File: config.mk
export PLATFORM = sky130hd
export DESIGN_NAME = instr_fetch_flat
export DESIGN_NICKNAME = d
export VERILOG_FILES = /design/src/rtl/instr_fetch_pkg.sv /design/src/rtl/instr_fetch_if.sv /design/src/rtl/instr_fetch_fifo.sv /design/src/rtl/instr_fetch.sv /design/src/flat_wrapper.sv
export SDC_FILE = /design/constraint.sdc
export NUM_CORES = 1
export LEC_CHECK = 0
export BUFFER_PORTS_ARGS = -buffer_cell sky130_fd_sc_hd__buf_2
export CORE_ASPECT_RATIO = 1.5
export CORE_MARGIN = 4
export CORE_UTILIZATION = 55
export CTS_CLUSTER_SIZE = 12
export DETAILED_ROUTE_END_ITERATION = 7
export PLACE_DENSITY = 0.78
export SYNTH_ARGS = -nofsm -noshare
export SYNTH_HDL_FRONTEND = slang
export SYNTH_SLANG_ARGS = --single-unit
File: constraint.sdc
create_clock -name clk -period 8 [get_ports clk]
set_input_delay 0.8 -clock clk [delete_from_list [all_inputs] [get_ports clk]]
set_output_delay 0.8 -clock clk [all_outputs]
set_load 0.02 [all_outputs]
File: src/rtl/instr_fetch_pkg.sv
// rtl/instr_fetch_pkg.sv - shared types and constants for the instruction fetch stage
package instr_fetch_pkg;

  localparam int          XLEN             = 32;
  localparam logic [31:0] RESET_PC_DEFAULT = 32'h0000_0000;
  localparam logic [31:0] PC_INCR          = 32'd4;
  localparam logic [31:0] NOP_INSTR        = 32'h0000_0013;

  // One FIFO entry: the fetch address travels with its instruction word.
  typedef struct packed {
    logic [XLEN-1:0] pc;
    logic [XLEN-1:0] instr;
  } fetch_entry_t;

  // Instruction fetches are always word aligned; low address bits are dropped.
  function automatic logic [XLEN-1:0] align_pc(input logic [XLEN-1:0] addr);
    return {addr[XLEN-1:2], 2'b00};
  endfunction

endpackage

File: src/rtl/instr_fetch_if.sv
// rtl/instr_fetch_if.sv - memory read port and decode handshake bundle
interface instr_fetch_if;
  import instr_fetch_pkg::*;

  logic [XLEN-1:0] mem_addr;
  logic            mem_renable;
  logic [XLEN-1:0] mem_rdata;
  logic            out_valid;
  logic            out_ready;
  logic [XLEN-1:0] out_instr;
  logic [XLEN-1:0] out_pc;

  // Fetch stage side: drives the memory request and the decode-facing outputs.
  modport master (
    output mem_addr,
    output mem_renable,
    input  mem_rdata,
    output out_valid,
    input  out_ready,
    output out_instr,
    output out_pc
  );

  // Memory + decode side.
  modport slave (
    input  mem_addr,
    input  mem_renable,
    output mem_rdata,
    input  out_valid,
    output out_ready,
    input  out_instr,
    input  out_pc
  );

endinterface

File: src/rtl/instr_fetch_fifo.sv
// rtl/instr_fetch_fifo.sv - small {pc, instr} FIFO with flush and head hold
module fetch_fifo
  import instr_fetch_pkg::*;
#(
  parameter  int DEPTH = 2,
  localparam int CW    = $clog2(DEPTH) + 1
) (
  input  logic         clk,
  input  logic         resetn,
  input  logic         push,
  input  fetch_entry_t push_data,
  input  logic         pop,
  input  logic         flush,
  output fetch_entry_t head_data,
  output logic [CW-1:0] count,
  output logic         full,
  output logic         empty
);

  localparam int AW = $clog2(DEPTH);

  fetch_entry_t  mem [DEPTH];
  fetch_entry_t  hold_q;
  logic [AW-1:0] wr_ptr_q;
  logic [AW-1:0] rd_ptr_q;
  logic [CW-1:0] count_q;
  logic          push_en;
  logic          pop_en;

  assign empty = (count_q == '0);
  assign full  = (count_q == CW'(DEPTH));
  assign count = count_q;

  // Flush dominates both push and pop; push into a full FIFO is discarded.
  always_comb begin
    push_en = push & ~flush & ~full;
    pop_en  = pop & ~flush & ~empty;
  end

  // Storage array; contents are only meaningful below count_q, so no reset.
  always_ff @(posedge clk) begin
    if (push_en) begin
      mem[wr_ptr_q] <= push_data;
    end
  end

  // Pointers, occupancy and the last presented head (shown while empty).
  always_ff @(posedge clk or negedge resetn) begin
    if (!resetn) begin
      wr_ptr_q <= '0;
      rd_ptr_q <= '0;
      count_q  <= '0;
      hold_q   <= '0;
    end else begin
      if (!empty) begin
        hold_q <= mem[rd_ptr_q];
      end
      if (flush) begin
        wr_ptr_q <= '0;
        rd_ptr_q <= '0;
        count_q  <= '0;
      end else begin
        if (push_en) begin
          wr_ptr_q <= wr_ptr_q + AW'(1);
        end
        if (pop_en) begin
          rd_ptr_q <= rd_ptr_q + AW'(1);
        end
        case ({push_en, pop_en})
          2'b10:   count_q <= count_q + CW'(1);
          2'b01:   count_q <= count_q - CW'(1);
          default: count_q <= count_q;
        endcase
      end
    end
  end

  // Present the live head, or the last value decode saw when nothing is valid.
  always_comb begin
    head_data = hold_q;
    if (!empty) begin
      head_data = mem[rd_ptr_q];
    end
  end

endmodule

File: src/rtl/instr_fetch.sv
// rtl/instr_fetch.sv - program counter, memory request credit logic and fetch FIFO
module instr_fetch
  import instr_fetch_pkg::*;
#(
  parameter logic [31:0] RESET_PC = RESET_PC_DEFAULT,
  parameter int          DEPTH    = 2
) (
  input  logic             clk,
  input  logic             resetn,
  input  logic             fetch_en,
  input  logic             redirect_valid,
  input  logic [XLEN-1:0]  redirect_pc,
  instr_fetch_if.master    bus
);

  localparam int CW    = $clog2(DEPTH) + 1;
  localparam int OCC_W = CW + 1;

  logic [XLEN-1:0] pc_q;
  logic [XLEN-1:0] req_pc_q;
  logic            inflight_q;

  fetch_entry_t    push_data;
  fetch_entry_t    head_data;
  logic [CW-1:0]   fifo_count;
  logic            fifo_full;
  logic            fifo_empty;
  logic            fifo_push;
  logic            pop;
  logic            issue;
  logic [OCC_W-1:0] occ;

  // Credit check: a request is only issued if its word is guaranteed a slot,
  // counting stored entries plus the word in flight, minus this cycle's pop.
  always_comb begin
    pop       = ~fifo_empty & bus.out_ready;
    occ       = {1'b0, fifo_count} + OCC_W'(inflight_q) - OCC_W'(pop);
    issue     = resetn & fetch_en & ~redirect_valid & (occ < OCC_W'(DEPTH));
    fifo_push = inflight_q & ~redirect_valid & ~fifo_full;
    push_data = '{pc: req_pc_q, instr: bus.mem_rdata};
  end

  // PC and in-flight tracking; a redirect overrides everything and drops the
  // response that is still on its way from memory.
  always_ff @(posedge clk or negedge resetn) begin
    if (!resetn) begin
      pc_q       <= RESET_PC;
      req_pc_q   <= RESET_PC;
      inflight_q <= 1'b0;
    end else if (redirect_valid) begin
      pc_q       <= align_pc(redirect_pc);
      inflight_q <= 1'b0;
    end else begin
      inflight_q <= issue;
      if (issue) begin
        pc_q     <= pc_q + PC_INCR;
        req_pc_q <= pc_q;
      end
    end
  end

  fetch_fifo #(
    .DEPTH (DEPTH)
  ) u_fifo (
    .clk       (clk),
    .resetn    (resetn),
    .push      (fifo_push),
    .push_data (push_data),
    .pop       (pop),
    .flush     (redirect_valid),
    .head_data (head_data),
    .count     (fifo_count),
    .full      (fifo_full),
    .empty     (fifo_empty)
  );

  assign bus.mem_addr    = pc_q;
  assign bus.mem_renable = issue;
  assign bus.out_valid   = ~fifo_empty;
  assign bus.out_pc      = head_data.pc;
  assign bus.out_instr   = head_data.instr;

endmodule

File: src/flat_wrapper.sv
// flat-port wrapper written by rule: the top's interface ports become plain ports
module instr_fetch_flat import instr_fetch_pkg::*;
#(
  parameter logic [31:0] RESET_PC = RESET_PC_DEFAULT,
  parameter int          DEPTH    = 2
)
  (clk, resetn, fetch_en, redirect_valid, redirect_pc, bus_mem_addr, bus_mem_renable, bus_mem_rdata, bus_out_valid, bus_out_ready, bus_out_instr, bus_out_pc);
  instr_fetch_if bus_i ();
  input  logic clk;
  input  logic resetn;
  input  logic fetch_en;
  input  logic redirect_valid;
  input  logic [XLEN-1:0] redirect_pc;
  output wire logic [$bits(bus_i.mem_addr)-1:0] bus_mem_addr;
  output wire logic [$bits(bus_i.mem_renable)-1:0] bus_mem_renable;
  input wire logic [$bits(bus_i.mem_rdata)-1:0] bus_mem_rdata;
  output wire logic [$bits(bus_i.out_valid)-1:0] bus_out_valid;
  input wire logic [$bits(bus_i.out_ready)-1:0] bus_out_ready;
  output wire logic [$bits(bus_i.out_instr)-1:0] bus_out_instr;
  output wire logic [$bits(bus_i.out_pc)-1:0] bus_out_pc;
  assign bus_mem_addr = bus_i.mem_addr;
  assign bus_mem_renable = bus_i.mem_renable;
  assign bus_i.mem_rdata = bus_mem_rdata;
  assign bus_out_valid = bus_i.out_valid;
  assign bus_i.out_ready = bus_out_ready;
  assign bus_out_instr = bus_i.out_instr;
  assign bus_out_pc = bus_i.out_pc;
  instr_fetch #(.RESET_PC(RESET_PC), .DEPTH(DEPTH)) u_core (.clk(clk), .resetn(resetn), .fetch_en(fetch_en), .redirect_valid(redirect_valid), .redirect_pc(redirect_pc), .bus(bus_i));
endmodule
==> results.tsv <==
stage	metric	value	unit
sta	setup TNS	0	ns
sta	Clock Skews	0.0141	ns
detailed_routing	drt first pass iters	5	
pwr	total power	3.10	mW
clock_tree	Worst-Skew Late Latency	0.50	ns
detailed_routing	vias post-DR	6424	
worst_setup_path	CP Launch Type	flop	
sta	Max Fclk	199	MHz
clock_tree	root buf cell	clkbuf_16	
die	IO Count	167	
place	HPWL Detailed	13.0	mm
sta	Fin. Hold Viols	0	
pwr	Clk network pwr share	0.330	
sta	Slew @ Worst Pin	1.16	ns
layout	n_diodes	0	
layout	Area Overhead vs Synth	17.1	%
clock_tree	CTS hold repair buffers	0	
global_routing	vias in the first global route	6653	
synth	YS warnings	0	
clock_tree	clock sink count	253	
sta	final setup fails	0	
clock_tree	clk slew on worst S/H paths	0.06	ns
detailed_routing	Residual DRC	0	
die	Die W	117	microns
sta	final period utilization	0.628	
synth	#FFs+latches synth	253	
global_routing	first-pass GRT wire length	33.7	mm
worst_setup_path	CP peak stage delay	0.59	ns
synth	synthesized cell area	9860	sq um
clock_tree	Gates resized, CTS repair	0	
synth	Syn Area/Cell	12.8	sq um
sta	RSZ-0062 raised after global routing	false	
die	die height	172	microns
pwr	Worst VDD drop	148	uV
detailed_routing	Final ANT Viol Nets	0	
global_routing	initial antenna violation count	1	
clock_tree	total CTS buffers	25	
layout	register area	6960	sq um
synth	synth unique cells	49	
die	die area	20200	sq um
min_path	HP Class	input port to async pin	
synth	sequential share of the synthesized area	0.705	
die	Cell Rows	59	
pwr	PD cells	268	nW/um^2
clock_tree	Clock Tree Buf Depth	3	
worst_setup_path	CP Cell Sequence	nor2_4 > inv_1 > and2_1 > ha_1 > nand2b_1 > fa_1 > nand4b_1 > or2_2 > buf_4 > inv_1 > buf_4 > buf_2	
layout	Nets	996	
layout	multi-input combinational cell area	2710	sq um
sta	Rel. slew slack	0.223	
job	maximum capacitance violations	0	
synth	prevailing post-synth register cell	dfrtp_1	
worst_setup_path	Register-to-Register Setup Slack	3.63	ns
layout	fraction of layout cells with a size suffix above 1	0.222	
pwr	leakage	4.89	nW
global_routing	All-Layer GR Usage	0.204	
synth	Cells after Synth	770	
worst_setup_path	cell at the slowest stage of the critical path	inv_1	
place	port bufs	162	
die	Core Area	17500	sq um
die	Initial Util	0.563	
worst_setup_path	CP Max Fanout	59	
clock_tree	total number of H-tree levels	1	
synth	EDFF count, synth	124	
global_routing	grt total ovfl	0	
sta	Pins Over Slew Limit	0	
worst_setup_path	CP required	7.20	ns
pwr	Net Sw Frac	0.271	
detailed_routing	Routed WL	20.4	mm
worst_setup_path	Arr. time, crit path	4.22	ns
pwr	Reg power frac	0.520	
place	RePlAce Congestion	0.869	
layout	fill cell count	1335	
worst_setup_path	worst setup path category	flop to output pin	
global_routing	largest net degree at the start of global routing	128	
clock_tree	TritonCTS clock tree	built	
pwr	Logic pwr share	0.150	
pwr	Power Internal	2.26	mW
synth	share of flip-flops with an asynchronous set or reset	0.510	
clock_tree	Setup Buffers After CTS	0	
detailed_routing	Via density	5.56	
detailed_routing	Initial DRC Count	425	
worst_setup_path	Worst Setup End Kind	output pin	
detailed_routing	per-cell routed wire length	17.7	microns
sta	clock period minus worst slack	5.02	ns
pwr	Psw	0.841	mW
run_status	status	finished, final reports clean	
## layout make-up
class / instances / area share
clock inverter: 2 / 0.000867
inverter: 10 / 0.00325
multi-input combinational: 464 / 0.234
sequential: 253 / 0.602
timing repair buffer: 170 / 0.0760
tap: 213 / 0.0231
clock buffer: 43 / 0.0600
## stage by stage
step / hold WS (ns) / setup slack (ns) / cell area [sq um] / cells / util
after floorplan: 0.442 / 1.67 / 9860 / 771 / -
after global placement: 0.448 / 3.25 / 10800 / 1110 / 0.620
after detailed placement: 0.458 / 3.23 / 10800 / 1110 / 0.620
after CTS: 0.376 / 2.97 / 11500 / 1155 / 0.660
after global routing: 0.412 / 2.75 / 11500 / 1155 / 0.660
final: 0.344 / 2.98 / 11500 / 1155 / 0.660
## placed cells by master, fill, tap and decap left out, types with 6 or more instances in the layout
| master | netlist | final |
|---|---|---|
| edfxtp_1 | 124 | 124 |
| nor2_1 | 13 | 12 |
| buf_4 | 2 | 8 |
| dfrtp_1 | 129 | 128 |
| nand3_1 | 21 | 21 |
| o21ai_0 | 77 | 77 |
| clkbuf_16 | 0 | 25 |
| o311ai_0 | 7 | 7 |
| inv_1 | 10 | 10 |
| clkbuf_1 | 24 | 18 |
| buf_2 | 7 | 161 |
| nand4_1 | 7 | 7 |
| or3_1 | 6 | 6 |
| and3_1 | 7 | 7 |
| o211ai_1 | 12 | 12 |
| mux2i_1 | 63 | 63 |
| nand2_1 | 182 | 182 |
## worst max-delay path: cells and delay by family (launching register included)
family	cells	cell delay [ns]
flip-flops	1	0.47
AND/OR/NAND/NOR	5	0.87
buffers and inverters	5	1.60
adder cells (fa/ha/maj)	2	0.76
## flip-flops by register name, summed over array words and instances, names as in the netlist
| signal | flops |
|---|---|
| u_core.u_fifo.hold_q | 64 |
| u_core.u_fifo.rd_ptr_q | 1 |
| u_core.u_fifo.count | 2 |
| u_core.u_fifo.mem | 124 |
| u_core.u_fifo.wr_ptr_q | 1 |
| u_core.inflight_q | 1 |
| u_core.bus.mem_addr | 30 |
| u_core.req_pc_q | 30 |
## power groups by stage
stage	registers [mW]	clock network (mW)	logic [mW]
after global placement	1.62	0	0.458
after detailed placement	1.64	0	0.472
after global routing	1.63	1.11	0.515
after CTS	1.61	1.05	0.473
final	1.61	1.02	0.464
after floorplan	1.62	0	0.277
## cell usage after synthesis, types with 7 or more instances
library cell | count | share of area
mux2i_1 | 63 | 0.064
o21ai_0 | 77 | 0.039
nand3_1 | 21 | 0.011
and3_1 | 7 | 0.0044
clkbuf_1 | 24 | 0.0091
buf_1 | 9 | 0.0034
nor2_1 | 13 | 0.0050
nand2_1 | 182 | 0.069
inv_1 | 10 | 0.0038
o311ai_0 | 7 | 0.0062
o211ai_1 | 12 | 0.0091
dfrtp_1 | 129 | 0.33
nand4_1 | 7 | 0.0044
edfxtp_1 | 124 | 0.38
buf_2 | 7 | 0.0036
## metal layers
layer | global-route usage | up-vias | share of wire
li1 | - | 3069 | -
met1 | 0.258 | 3108 | 0.40
met2 | 0.367 | 220 | 0.52
met3 | 0.0337 | 25 | 0.056
met4 | 0.0577 | 2 | 0.018
met5 | 0 | - | 0.00039
## worst paths after layout
| kind | endpoint | start | cells after the start |
|---|---|---|---|
| max | bus_mem_renable | u_core.u_fifo.count[0] | 12 |
| min | u_core.u_fifo.hold_q[10] | resetn | 1 |
| max reg2reg | u_core.bus.mem_addr[21] | u_core.u_fifo.count[0] | 13 |
| min reg2reg | u_core.u_fifo.mem[1][62] | u_core.req_pc_q[30] | 0 |
| max in group asynchronous | u_core.req_pc_q[11] | resetn | 2 |
| min in group clk | u_core.u_fifo.mem[1][62] | u_core.req_pc_q[30] | 0 |
## kinds of logic (layout without fill, tap and decap cells)
kind of cell             after synthesis  count (layout)  synth area share
AO/OA/AOI/OAI                        125             125            0.0772
XOR/XNOR                               4               4           0.00355
adder cells (fa/ha/maj)                3               3           0.00457
buffers and inverters                 54             225            0.0225
flip-flops                           253             253             0.705
multiplexers                          63              63            0.0640
other                                  1               2          0.000380
AND/OR/NAND/NOR                      267             267             0.123
Power figures use the tool's default switching activity.
